### src/rtl/axi_reg_slice.sv
// axi_reg_slice: full-throughput AXI4-Stream register slice (skid buffer)
//   clk      - system clock, all state on the rising edge
//   rst      - synchronous active-low reset
//   s_tdata/s_tvalid/s_tlast in, s_tready out (registered) - upstream stream
//   m_tdata/m_tvalid/m_tlast out (registered), m_tready in - downstream stream
module axi_reg_slice #(
   parameter int DW = 8
) (
   input  logic          clk,
   input  logic          rst,
   input  logic [DW-1:0] s_tdata,
   input  logic          s_tvalid,
   input  logic          s_tlast,
   output logic          s_tready,
   output logic [DW-1:0] m_tdata,
   output logic          m_tvalid,
   output logic          m_tlast,
   input  logic          m_tready
);
   logic [DW-1:0] m_tdata_q, m_tdata_d, skid_data_q, skid_data_d;
   logic          m_tvalid_q, m_tvalid_d, m_tlast_q, m_tlast_d;
   logic          skid_valid_q, skid_valid_d, skid_last_q, skid_last_d;
   logic          s_tready_q, s_tready_d;
   logic          s_xfer, out_free;
   always_comb begin
      s_xfer       = s_tvalid & s_tready_q;
      out_free     = !m_tvalid_q | m_tready;
      // skid beat is older than anything on the input, so it always wins the output
      m_tvalid_d   = out_free ? (skid_valid_q | s_xfer) : m_tvalid_q;
      m_tdata_d    = !out_free ? m_tdata_q : skid_valid_q ? skid_data_q : s_xfer ? s_tdata : m_tdata_q;
      m_tlast_d    = !out_free ? m_tlast_q : skid_valid_q ? skid_last_q : s_xfer ? s_tlast : m_tlast_q;
      skid_valid_d = out_free ? 1'b0 : (skid_valid_q | s_xfer);
      skid_data_d  = (!out_free & s_xfer) ? s_tdata : skid_data_q;
      skid_last_d  = (!out_free & s_xfer) ? s_tlast : skid_last_q;
      // ready is a register copy of "skid will be empty", keeping tready free of comb paths
      s_tready_d   = !skid_valid_d;
   end
   always_ff @(posedge clk) begin
      if (!rst) begin
         m_tdata_q    <= '0;
         m_tvalid_q   <= 1'b0;
         m_tlast_q    <= 1'b0;
         skid_data_q  <= '0;
         skid_last_q  <= 1'b0;
         skid_valid_q <= 1'b0;
         s_tready_q   <= 1'b0;
      end else begin
         m_tdata_q    <= m_tdata_d;
         m_tvalid_q   <= m_tvalid_d;
         m_tlast_q    <= m_tlast_d;
         skid_data_q  <= skid_data_d;
         skid_last_q  <= skid_last_d;
         skid_valid_q <= skid_valid_d;
         s_tready_q   <= s_tready_d;
      end
   end
   assign s_tready = s_tready_q;
   assign m_tdata  = m_tdata_q;
   assign m_tvalid = m_tvalid_q;
   assign m_tlast  = m_tlast_q;
endmodule

### config.mk
export PLATFORM = sky130hd
export DESIGN_NAME = axi_reg_slice
export DESIGN_NICKNAME = d
export VERILOG_FILES = /design/src/rtl/axi_reg_slice.sv
export SDC_FILE = /design/constraint.sdc
export NUM_CORES = 1
export LEC_CHECK = 0
export BUFFER_PORTS_ARGS = -buffer_cell sky130_fd_sc_hd__buf_2
export CAP_MARGIN = 20
export CORE_AREA = 2 2 46 48
export CTS_CLUSTER_SIZE = 28
export DETAILED_ROUTE_END_ITERATION = 6
export DIE_AREA = 0 0 48 50
export MAX_ROUTING_LAYER = met4
export PLACE_DENSITY = 0.8
export SLEW_MARGIN = 25
export SYNTH_ARGS = -nofsm -noshare
export SYNTH_HDL_FRONTEND = slang
export SYNTH_SLANG_ARGS = --single-unit
### constraint.sdc
create_clock -name clk -period 1.8 [get_ports clk]
set_clock_uncertainty 0.05 [all_clocks]
set_input_delay 0.36 -clock clk [delete_from_list [all_inputs] [get_ports clk]]
set_output_delay 0.36 -clock clk [all_outputs]
set_load 0.05 [all_outputs]
# Word level (Yosys, flattened, before mapping)
# Index checks and enable logic that the tools add are counted.
[totals]
reg_bits = 21
out_inout_bits = 11
wordCells = 21
[classes]
mux = 5
n_bitwise = 4
reduce_logical = 5
[ops]
columns = ["cell", "n"]
rows = [
  ["$mux W8", 2],
  ["$logic_not A1 Y1", 3],
  ["$mux W1", 3],
  ["$and A1 B1 Y1", 2],
  ["$or A1 B1 Y1", 2],
  ["$reduce_and A2 Y1", 1],
  ["$reduce_bool A2 Y1", 1],
]

# Logic depth before layout (Yosys ltp)
# Gate-level depths: netlist of the first run.
[logic_depth]
ltp_word = 4
ltp_mapped = 5

# Worst setup path before layout of the first run
# No wires, ideal clock.
[synth_timing]
kind = "reg2reg"
startpoint = "reg s_tready_q (netlist: s_tready)"
endpoint = "reg m_tdata_q[0] (netlist: m_tdata[0])"
setup_time_ns = 0.116
t_arrival_ns = 1.292
path_slack_ns = 0.341
stages_incl_launch_ff = 6
n_path_buf = 2
path_cell_list = "dfxtp_1 > a21o_1 > buf_6 > and2_4 > buf_6 > o211a_1"
[synth_via]
elab_chain_cells = 3
[synth_lines]
columns = ["item", "line_no", "rtl"]
rows = [
  ["start, declared", "23", "logic s_tready_q, s_tready_d;"],
  ["start signal, assigned", "54", "s_tready_q <= s_tready_d;"],
  ["$and A1 B1 Y1", "26", "s_xfer = s_tvalid & s_tready_q;"],
  ["$reduce_bool A2 Y1 (no source line)", "n/a", ""],
  ["$reduce_and A2 Y1 (no source line)", "n/a", ""],
  ["end signal, assigned", "48", "m_tdata_q <= m_tdata_d;"],
  ["end, declared", "20", "logic [DW-1:0] m_tdata_q, m_tdata_d, skid_data_q, skid_data_d;"],
]
# Every way passes these cells.
# A chain may end at the register's enable or synchronous reset.

# Worst setup path after layout of the first run
[layout_timing]
startpoint = "reg s_tready_q (netlist: s_tready)"
endpoint = "out s_tready"
[layout_lines]
columns = ["item", "line_no", "rtl"]
rows = [
  ["end, declared", "14", "output logic s_tready,"],
]
# No word-level cell between the ends.

==> run_results.csv, run 1 <==
group,metric,value,unit
logic_synthesis,avgSynthCellArea,9.82,um^2
global_route,antenna_found_initial,0,
routing,m1WireLength,753,um
clocking,cts_root_buf,"clkbuf_4",
logic_synthesis,synthXorXnorAreaFrac,0,%
logic_synthesis,yosys.area.top_type,"dfxtp_1",
final_layout,final_area,1040,um^2
global_route,grt_use_total,16.4,%
floorplanning,core,1900,um^2
routing,wl_met2,840,um
power_and_ir_drop,p_per_area,833,nW/um^2
clocking,clockBufferDepth,2,
status,outcome,"complete, no violations",
global_route,grt_max_degree,22,
placement,place_area,1010,um^2
clocking,cts_max_level,1,
floorplanning,ios,24,
routing,vias,724,
logic_synthesis,syn_inst,91,
power_and_ir_drop,peakVddDrop,483,uV
logic_synthesis,synth_compound_area_share,20.7,%
power_and_ir_drop,total_power,0.866,mW
placement,place_congestion,0.700,
power_and_ir_drop,p_leak,0.493,nW
logic_synthesis,synth_top_family_by_area,"compound AO/OA/AOI/OAI gates",
routing,wl_per_cell,12.3,um
routing,drc,0,
setup_path,critPathMaxStageDelay,0.42,ns
routing,vias_per_cell,5.17,
routing,wl_met3,98,um
sta,whs,0.254,ns
floorplanning,start_util,47.0,%
final_layout,stdcell_count,140,
sta,rsz0062_at_grt,"no",
sta,finalHoldViolations,0,
logic_synthesis,async_reset_ff_share,0,%
routing,drt_first_iter_violations,5,
setup_path,worst_setup_path_start_kind,"flip-flop",
setup_path,crit_path_cell_trace,"buf_2",
final_layout,num_antenna_cells,0,
clocking,post_cts_buffers,0,
global_route,grt_pass1_vias,653,
floorplanning,die_h,50,um
logic_synthesis,synth_top_cells_by_area,"dfxtp_1, mux2i_1, o211a_1, a21boi_0, nand2_1",
setup_path,slowest_stage,"dfxtp_1",
routing,finalWirelength,1.72,mm
clocking,cts_hold_buf,0,
setup_path,cp_max_fo,5,
floorplanning,rows,16,
logic_synthesis,synth-main-ff-cell,"dfxtp_1",
clocking,cts-resized-gates,0,
logic_synthesis,synth_fp_nets,104,
sta,worst_pin_slew,0.390,ns
sta,worst_slack,0.381,ns
logic_synthesis,synthTopCellsByCount,"dfxtp_1, nand2_1, a21boi_0",
logic_synthesis,ys_ff_latch,21,
setup_path,crit_required,1.39,ns
setup_path,arrival,1.01,ns
placement,dp_cells,136,
logic_synthesis,yosysWarningCount,0,
clocking,clock-sinks,21,
job,maxCapViolations,0,
logic_synthesis,synth_fa_ha_area_share,0,%
floorplanning,die_area,2400,um^2
clocking,cts_tree,"built",
sta,max_freq,0.705,GHz
sta,fin_crit_sh,78.9,%
placement,place_ws,0.435,ns
clocking,clk_latency,0.30,ns
sta,final.setup.tns,0,ns
logic_synthesis,muxShareOfSynthArea,10.1,%
sta,setup_viol,0,
placement,hpwlAfterDp,1.27,mm
sta,relSlewSlack,73.9,%
logic_synthesis,synth_edf_count,0,
final_layout,area_growth_syn_to_layout,16.4,%
logic_synthesis,synth_cell_types,17,
setup_path,end_kind,"output port",
routing,dr.max_layer_used,"met4",
routing,firstDrtPassIters,4,
logic_synthesis,yosysMostFrequentCell,"dfxtp_1",
setup_path,crit_buf_inv,1,
routing,final_antenna_net_count,0,
floorplanning,die_w,48,um
logic_synthesis,synthSimpleGateAreaFrac,17.2,%
final_layout,num-nets-final,127,
logic_synthesis,synthDominantCellAreaShare,47.1,%
setup_path,critPathTopFamily,"flip-flops",
sta,maxSlewViolCount,0,
clocking,cts_buffers,3,
final_layout,final_util,54.7,%
logic_synthesis,synth_area,893,um^2
placement,port_buffers,23,
final_layout,layout-drive-gt1-share,25.7,%
clocking,cts.clk_slew.worst_paths,0.11,ns
global_route,grt_pass1_wl,2.66,mm
global_route,overflow,0,
logic_synthesis,seq_area_frac_synth,47.1,%
hold_path,hp-class,"in -> reg",
setup_path,crit_type,"reg -> out",
sta,period_minus_slack,1.42,ns
==> kinds of logic after synthesis <==
kind of cell / count (synthesis)
multiplexers: 9
AO/OA/AOI/OAI: 22
buffers and inverters: 7
flip-flops: 21
AND/OR/NAND/NOR: 32
==> where the power goes <==
part	switching, mW	total, mW	internal [mW]
Combinational	0.103	0.152	0.0486
Clock	0.133	0.220	0.0865
Sequential	0.0107	0.495	0.484
==> worst paths after layout <==
check,from,to,slack (ns),cells past startpoint
max reg2reg,s_tready$_SDFF_PN0_,skid_last_q$_SDFFE_PN0P_,0.57,3
min reg2reg,skid_data_q[5]$_SDFFE_PN0P_,skid_data_q[5]$_SDFFE_PN0P_,0.42,2
max,s_tready$_SDFF_PN0_,s_tready,0.38,1
min,s_tdata[5],skid_data_q[5]$_SDFFE_PN0P_,0.25,3
==> layout make-up <==
type | instances | area [um^2]
flip-flops and latches | 21 | 420
fillers | 184 | 862
clock buffers | 4 | 26.3
repair buffers | 25 | 130
multi-input cells | 63 | 429
well taps | 27 | 33.8
==> sequential cells by signal (all words and copies together), names as in the netlist <==
signal / flops
skid_valid_q: 1
s_tready: 1
skid_data_q: 8
m_tdata: 8
skid_last_q: 1
m_tvalid: 1
m_tlast: 1
==> metal layers <==
layer / track usage (%) / vias up
met3: 4.76 / 4
met1: 18.8 / 331
li1: - / 364
met4: 10.8 / 0
met5: - / -
met2: 24.0 / 25
==> worst reg2reg max path: stages (launching register included) <==
cell and delay (ns):
dfxtp_1 0.42, and4b_1 0.44, nand2_1 0.09, a21boi_0 0.16
==> placed cells by master (no fill, tap or decap), drive strengths merged, types with 4 or more instances in the layout <==
master	count
buf	25
dfxtp	21
nand2	18
a21boi	10
mux2i	9
nand3	9
o211a	9
clkbuf	4
Note: power is estimated with default switching activity, not from simulation.
==> inputs of run 2 (changes only) <==
--- a/config.mk
+++ b/config.mk
@@ -7,12 +7,12 @@
 export LEC_CHECK = 0
 export BUFFER_PORTS_ARGS = -buffer_cell sky130_fd_sc_hd__buf_2
 export CAP_MARGIN = 20
-export CORE_AREA = 2 2 46 48
+export CORE_AREA = 2 2 48 50
 export CTS_CLUSTER_SIZE = 28
 export DETAILED_ROUTE_END_ITERATION = 6
-export DIE_AREA = 0 0 48 50
+export DIE_AREA = 0 0 50 52
 export MAX_ROUTING_LAYER = met4
-export PLACE_DENSITY = 0.8
+export PLACE_DENSITY = 0.77
 export SLEW_MARGIN = 25
 export SYNTH_ARGS = -nofsm -noshare
 export SYNTH_HDL_FRONTEND = slang
==> constraint.sdc (replaced) <==
create_clock -name clk -period 1.2 [get_ports clk]
set_clock_uncertainty 0.05 [all_clocks]
set_input_delay 0.24 -clock clk [delete_from_list [all_inputs] [get_ports clk]]
set_output_delay 0.24 -clock clk [all_outputs]
set_load 0.05 [all_outputs]
==> run 2 against run 1 <==
Net effect:
- die area rose by 8.3%
- register-to-register slack got worse by 0.49 ns
- global-route usage fell by 0.70 points
- critical path depth did not move
- first-iteration DRC count rose by 80%
==> run_results.csv, run 2 (same netlist as run 1, synthesis figures left out) <==
group,metric,value,unit
clocking,cts_hold_buf,0,
global_route,antenna_found_initial,0,
setup_path,crit_buf_inv,1,
global_route,grt_use_total,15.7,%
floorplanning,start_util,42.4,%
setup_path,crit_path_cell_trace,"buf_4",
sta,finalHoldViolations,0,
job,maxCapViolations,0,
routing,drt_first_iter_violations,9,
global_route,grt_pass1_wl,2.93,mm
setup_path,worst_setup_path_start_kind,"flip-flop",
floorplanning,die_h,52,um
final_layout,num-nets-final,130,
setup_path,arrival,0.87,ns
power_and_ir_drop,p_leak,0.521,nW
setup_path,r2r_end,"m_tdata[6]$_SDFFE_PN0P_",
final_layout,area_growth_syn_to_layout,25.6,%
setup_path,cp_max_fo,2,
power_and_ir_drop,p_per_area,1190,nW/um^2
routing,drc,0,
setup_path,r2r_slack,0.08,ns
final_layout,final_area,1120,um^2
setup_path,critPathTopFamily,"flip-flops",
hold_path,whs_path_depth,3,
sta,relSlewSlack,79.1,%
routing,firstDrtPassIters,4,
global_route,grt_max_degree,22,
clocking,clockBufferDepth,2,
hold_path,hp-class,"in -> reg",
placement,port_buffers,23,
clocking,cts_tree,"built",
setup_path,slowest_stage,"dfxtp_1",
clocking,cts_root_buf,"clkbuf_4",
power_and_ir_drop,peakVddDrop,816,uV
final_layout,layout_common_cells,"nand2_1, dfxtp_1, buf_2, buf_4, a21boi_0",
clocking,clk_latency,0.31,ns
clocking,clock-sinks,21,
hold_path,holdPathEnd,"skid_data_q[3]$_SDFFE_PN0P_",
sta,final.setup.tns,0,ns
routing,vias_per_cell,5.18,
setup_path,ff2ff_path_depth,4,
setup_path,end_kind,"output port",
setup_path,r2r_start,"skid_valid_q$_SDFF_PN0_",
setup_path,critPathMaxStageDelay,0.37,ns
clocking,cts_buffers,3,
placement,hpwlAfterDp,1.30,mm
sta,setup_viol,0,
placement,place_congestion,0.720,
clocking,cts_max_level,1,
floorplanning,die_area,2600,um^2
routing,finalWirelength,1.81,mm
global_route,overflow,0,
global_route,grt_pass1_vias,690,
clocking,cts.clk_slew.worst_paths,0.12,ns
routing,final_antenna_net_count,0,
status,outcome,"complete, no violations",
routing,vias,746,
final_layout,layout-drive-gt1-share,32.8,%
final_layout,num_antenna_cells,0,
floorplanning,core,2110,um^2
setup_path,crit_type,"reg -> out",
hold_path,hp-start,"s_tdata[3]",
sta,worst_pin_slew,0.314,ns
placement,place_area,1040,um^2
floorplanning,ios,24,
setup_path,crit_required,0.91,ns
routing,wl_per_cell,12.6,um
sta,period_minus_slack,1.16,ns
sta,maxSlewViolCount,0,
sta,max_freq,0.861,GHz
sta,fin_crit_sh,96.8,%
floorplanning,rows,17,
floorplanning,die_w,50,um
## run 2: changes by cell type in the layout (fill, tap and decap cells not counted), moves of 2 or more
| cell | change |
|---|---|
| buf_2 | -11 |
| buf_4 | +9 |
| buf_6 | +5 |
| dfxtp_1 | -3 |
| dfxtp_2 | +2 |
## run 2: power breakdown
group	internal, mW	switching (mW)
registers	0.726	0.0187
clock network	0.124	0.211
logic	0.0980	0.156
## run 2: worst max-delay path by stage
stage	start	to	slack (ns)	cells after the start
after global placement	skid_valid_q$_SDFF_PN0_	m_tdata[5]$_SDFFE_PN0P_	0.06	4
after CTS	m_tvalid$_SDFFE_PN0P_	skid_data_q[6]$_SDFFE_PN0P_	0.01	3
final	m_tdata[2]$_SDFFE_PN0P_	m_tdata[2]	0.04	1
after global routing	s_tready$_SDFF_PN0_	s_tready	-0.002	1
after floorplan	s_tready$_SDFF_PN0_	m_tdata[0]$_SDFFE_PN0P_	-0.11	5
after detailed placement	m_tready	skid_data_q[4]$_SDFFE_PN0P_	-0.009	4
## run 2: metrics by stage
stage	cells	hold slack, ns	util, %	power (mW)	setup slack (ns)
3_5_place_dp	140	0.409	49.5	0.991	-0.00907
2_1_floorplan	91	0.335	-	0.929	-0.108
4_1_cts	144	0.119	52.1	1.34	0.0129
3_3_place_gp	140	0.401	49.5	0.987	0.0597
5_1_grt	144	0.128	53.3	1.41	-0.00187
6_report	144	0.129	53.3	1.33	0.0387
## run 2: routing by layer
layer | wire length [um] | track usage, %
met5 | 0 | -
met4 | 6 | 6.94
met3 | 59 | 3.45
met2 | 883 | 26.1
met1 | 861 | 18.3
## run 2: what timing repair did
item                       4_1_cts  5_1_grt
gates resized for setup         11        8
setup endpoints to repair       11       15
buffers inserted                 0        0
cloned                           0        0
## run 2: final cells by class
| class | instances | area, um^2 |
|---|---|---|
| clock inverter | 1 | 5.00 |
| tap | 28 | 35.0 |
| clock buffer | 3 | 22.5 |
| fill | 205 | 983 |
| sequential | 21 | 427 |
| multi-input combinational | 63 | 434 |
| timing repair buffer | 28 | 199 |
==> inputs of run 3 (changes only) <==
--- a/config.mk
+++ b/config.mk
@@ -7,12 +7,12 @@
 export LEC_CHECK = 0
 export BUFFER_PORTS_ARGS = -buffer_cell sky130_fd_sc_hd__buf_2
 export CAP_MARGIN = 20
-export CORE_AREA = 2 2 48 50
+export CORE_AREA = 2 2 46 48
 export CTS_CLUSTER_SIZE = 28
 export DETAILED_ROUTE_END_ITERATION = 6
-export DIE_AREA = 0 0 50 52
+export DIE_AREA = 0 0 48 50
 export MAX_ROUTING_LAYER = met4
-export PLACE_DENSITY = 0.77
+export PLACE_DENSITY = 0.8
 export SLEW_MARGIN = 25
 export SYNTH_ARGS = -nofsm -noshare
 export SYNTH_HDL_FRONTEND = slang
==> constraint.sdc (replaced) <==
create_clock -name clk -period 1.26 [get_ports clk]
set_clock_uncertainty 0.05 [all_clocks]
set_input_delay 0.252 -clock clk [delete_from_list [all_inputs] [get_ports clk]]
set_output_delay 0.252 -clock clk [all_outputs]
set_load 0.05 [all_outputs]
==> run 3 against run 2 <==
Net effect:
- register-to-register slack barely moved
- cell area fell by 2.6%
- setup slack improved by 0.010 ns
- clock power fell by 8.4%
- worst hold slack improved by 0.029 ns
- wire length fell by 8.0%
- die area fell by 7.7%
- combinational power fell by 11%
- count of clock-buffer cells in the layout did not move
- critical endpoint is now m_tdata[0]
==> run_results.csv, run 3 (same netlist as run 1, synthesis figures left out) <==
group,metric,value,unit
sta,setup_viol,0,
setup_path,ff2ff_path_depth,4,
setup_path,r2r_end,"m_tdata[7]$_SDFFE_PN0P_",
setup_path,crit_start,"m_tdata[0]$_SDFFE_PN0P_",
power_and_ir_drop,total_power,1.24,mW
setup_path,crit_type,"reg -> out",
setup_path,critPathTopFamily,"flip-flops",
sta,whs,0.157,ns
global_route,grt_pass1_vias,673,
floorplanning,rows,16,
sta,maxSlewViolCount,0,
sta,relSlewSlack,78.5,%
setup_path,crit_buf_inv,1,
routing,vias,716,
sta,final.setup.tns,0,ns
setup_path,critPathCapture,"m_tdata[0]",
setup_path,slowest_stage,"dfxtp_1",
global_route,antenna_found_initial,0,
routing,finalWirelength,1.67,mm
floorplanning,ios,24,
final_layout,num-nets-final,130,
floorplanning,die_w,48,um
sta,fin_crit_sh,96.1,%
routing,final_antenna_net_count,0,
placement,place_area,1050,um^2
routing,drt_first_iter_violations,5,
power_and_ir_drop,peakVddDrop,756,uV
setup_path,critPathMaxStageDelay,0.35,ns
clocking,cts_buffers,3,
status,outcome,"complete, no violations",
final_layout,layout-drive-gt1-share,30.2,%
routing,firstDrtPassIters,4,
clocking,clock-sinks,21,
power_and_ir_drop,p_per_area,1130,nW/um^2
routing,wl_per_cell,11.7,um
setup_path,cp_max_fo,2,
final_layout,stdcell_count,143,
setup_path,crit_path_cell_trace,"buf_2",
clocking,cts.clk_slew.worst_paths,0.11,ns
setup_path,r2r_slack,0.07,ns
placement,dp_cells,139,
clocking,cts_root_buf,"clkbuf_4",
routing,vias_per_cell,5.01,
setup_path,path_depth,1,
routing,drc,0,
sta,max_freq,0.826,GHz
final_layout,layout_common_cells,"dfxtp_1, nand2_1, buf_2, a21boi_0",
final_layout,num_antenna_cells,0,
sta,worst_pin_slew,0.323,ns
clocking,clockBufferDepth,2,
hold_path,hp-class,"in -> reg",
setup_path,crit_required,0.96,ns
sta,worst_slack,0.0490,ns
placement,place_congestion,0.732,
placement,hpwlAfterDp,1.29,mm
sta,period_minus_slack,1.21,ns
setup_path,worst_setup_path_start_kind,"flip-flop",
floorplanning,core,1900,um^2
global_route,grt_use_total,15.9,%
setup_path,arrival,0.91,ns
placement,place_ws,0.0812,ns
floorplanning,die_h,50,um
final_layout,final_util,57.5,%
final_layout,area_growth_syn_to_layout,22.4,%
power_and_ir_drop,p_leak,0.513,nW
setup_path,end_kind,"output port",
final_layout,final_common_cell,"dfxtp_1",
floorplanning,start_util,47.0,%
clocking,clk_latency,0.29,ns
global_route,grt_max_degree,22,
clocking,cts_tree,"built",
global_route,grt_pass1_wl,2.73,mm
global_route,overflow,0,
final_layout,final_area,1090,um^2
setup_path,r2r_start,"skid_valid_q$_SDFF_PN0_",
clocking,post_cts_buffers,0,
sta,finalHoldViolations,0,
job,maxCapViolations,0,
floorplanning,die_area,2400,um^2
clocking,cts_max_level,1,
hold_path,hp-start,"s_tlast",
placement,port_buffers,23,
[run 3: metal layers]
layer / track usage (%) / routed length [um] / vias to the layer above
met5: - / 0 / -
met3: 2.20 / 71 / 2
li1: - / - / 374
met2: 27.3 / 825 / 16
met4: 5.41 / 7 / 0
met1: 17.9 / 760 / 324
[run 3: how the worst min path moves through the flow]
stage	to	slack [ns]	depth (start not counted)
after floorplan	skid_data_q[0]$_SDFFE_PN0P_	0.35	2
after global placement	skid_data_q[6]$_SDFFE_PN0P_	0.40	2
after detailed placement	skid_data_q[1]$_SDFFE_PN0P_	0.41	2
after CTS	skid_last_q$_SDFFE_PN0P_	0.14	3
after global routing	skid_data_q[6]$_SDFFE_PN0P_	0.14	3
final	skid_last_q$_SDFFE_PN0P_	0.16	3
[run 3: cell type report]
| cell class | instances | area (um^2) |
|---|---|---|
| fillers | 179 | 808 |
| multi-input cells | 63 | 429 |
| flip-flops and latches | 21 | 425 |
| repair buffers | 28 | 178 |
| well taps | 27 | 33.8 |
| clock buffers | 3 | 22.5 |
| clock inverters | 1 | 5.00 |
[run 3: what timing repair did]
action,CTS,global route
hold buffers,0,0
setup endpoints to repair,0,5
gates resized for setup,0,5
[run 3: report_power, final]
part / total [mW] / internal [mW] / switching, mW
clock: 0.307 / 0.118 / 0.189
combinational: 0.227 / 0.0784 / 0.148
sequential: 0.706 / 0.691 / 0.0151
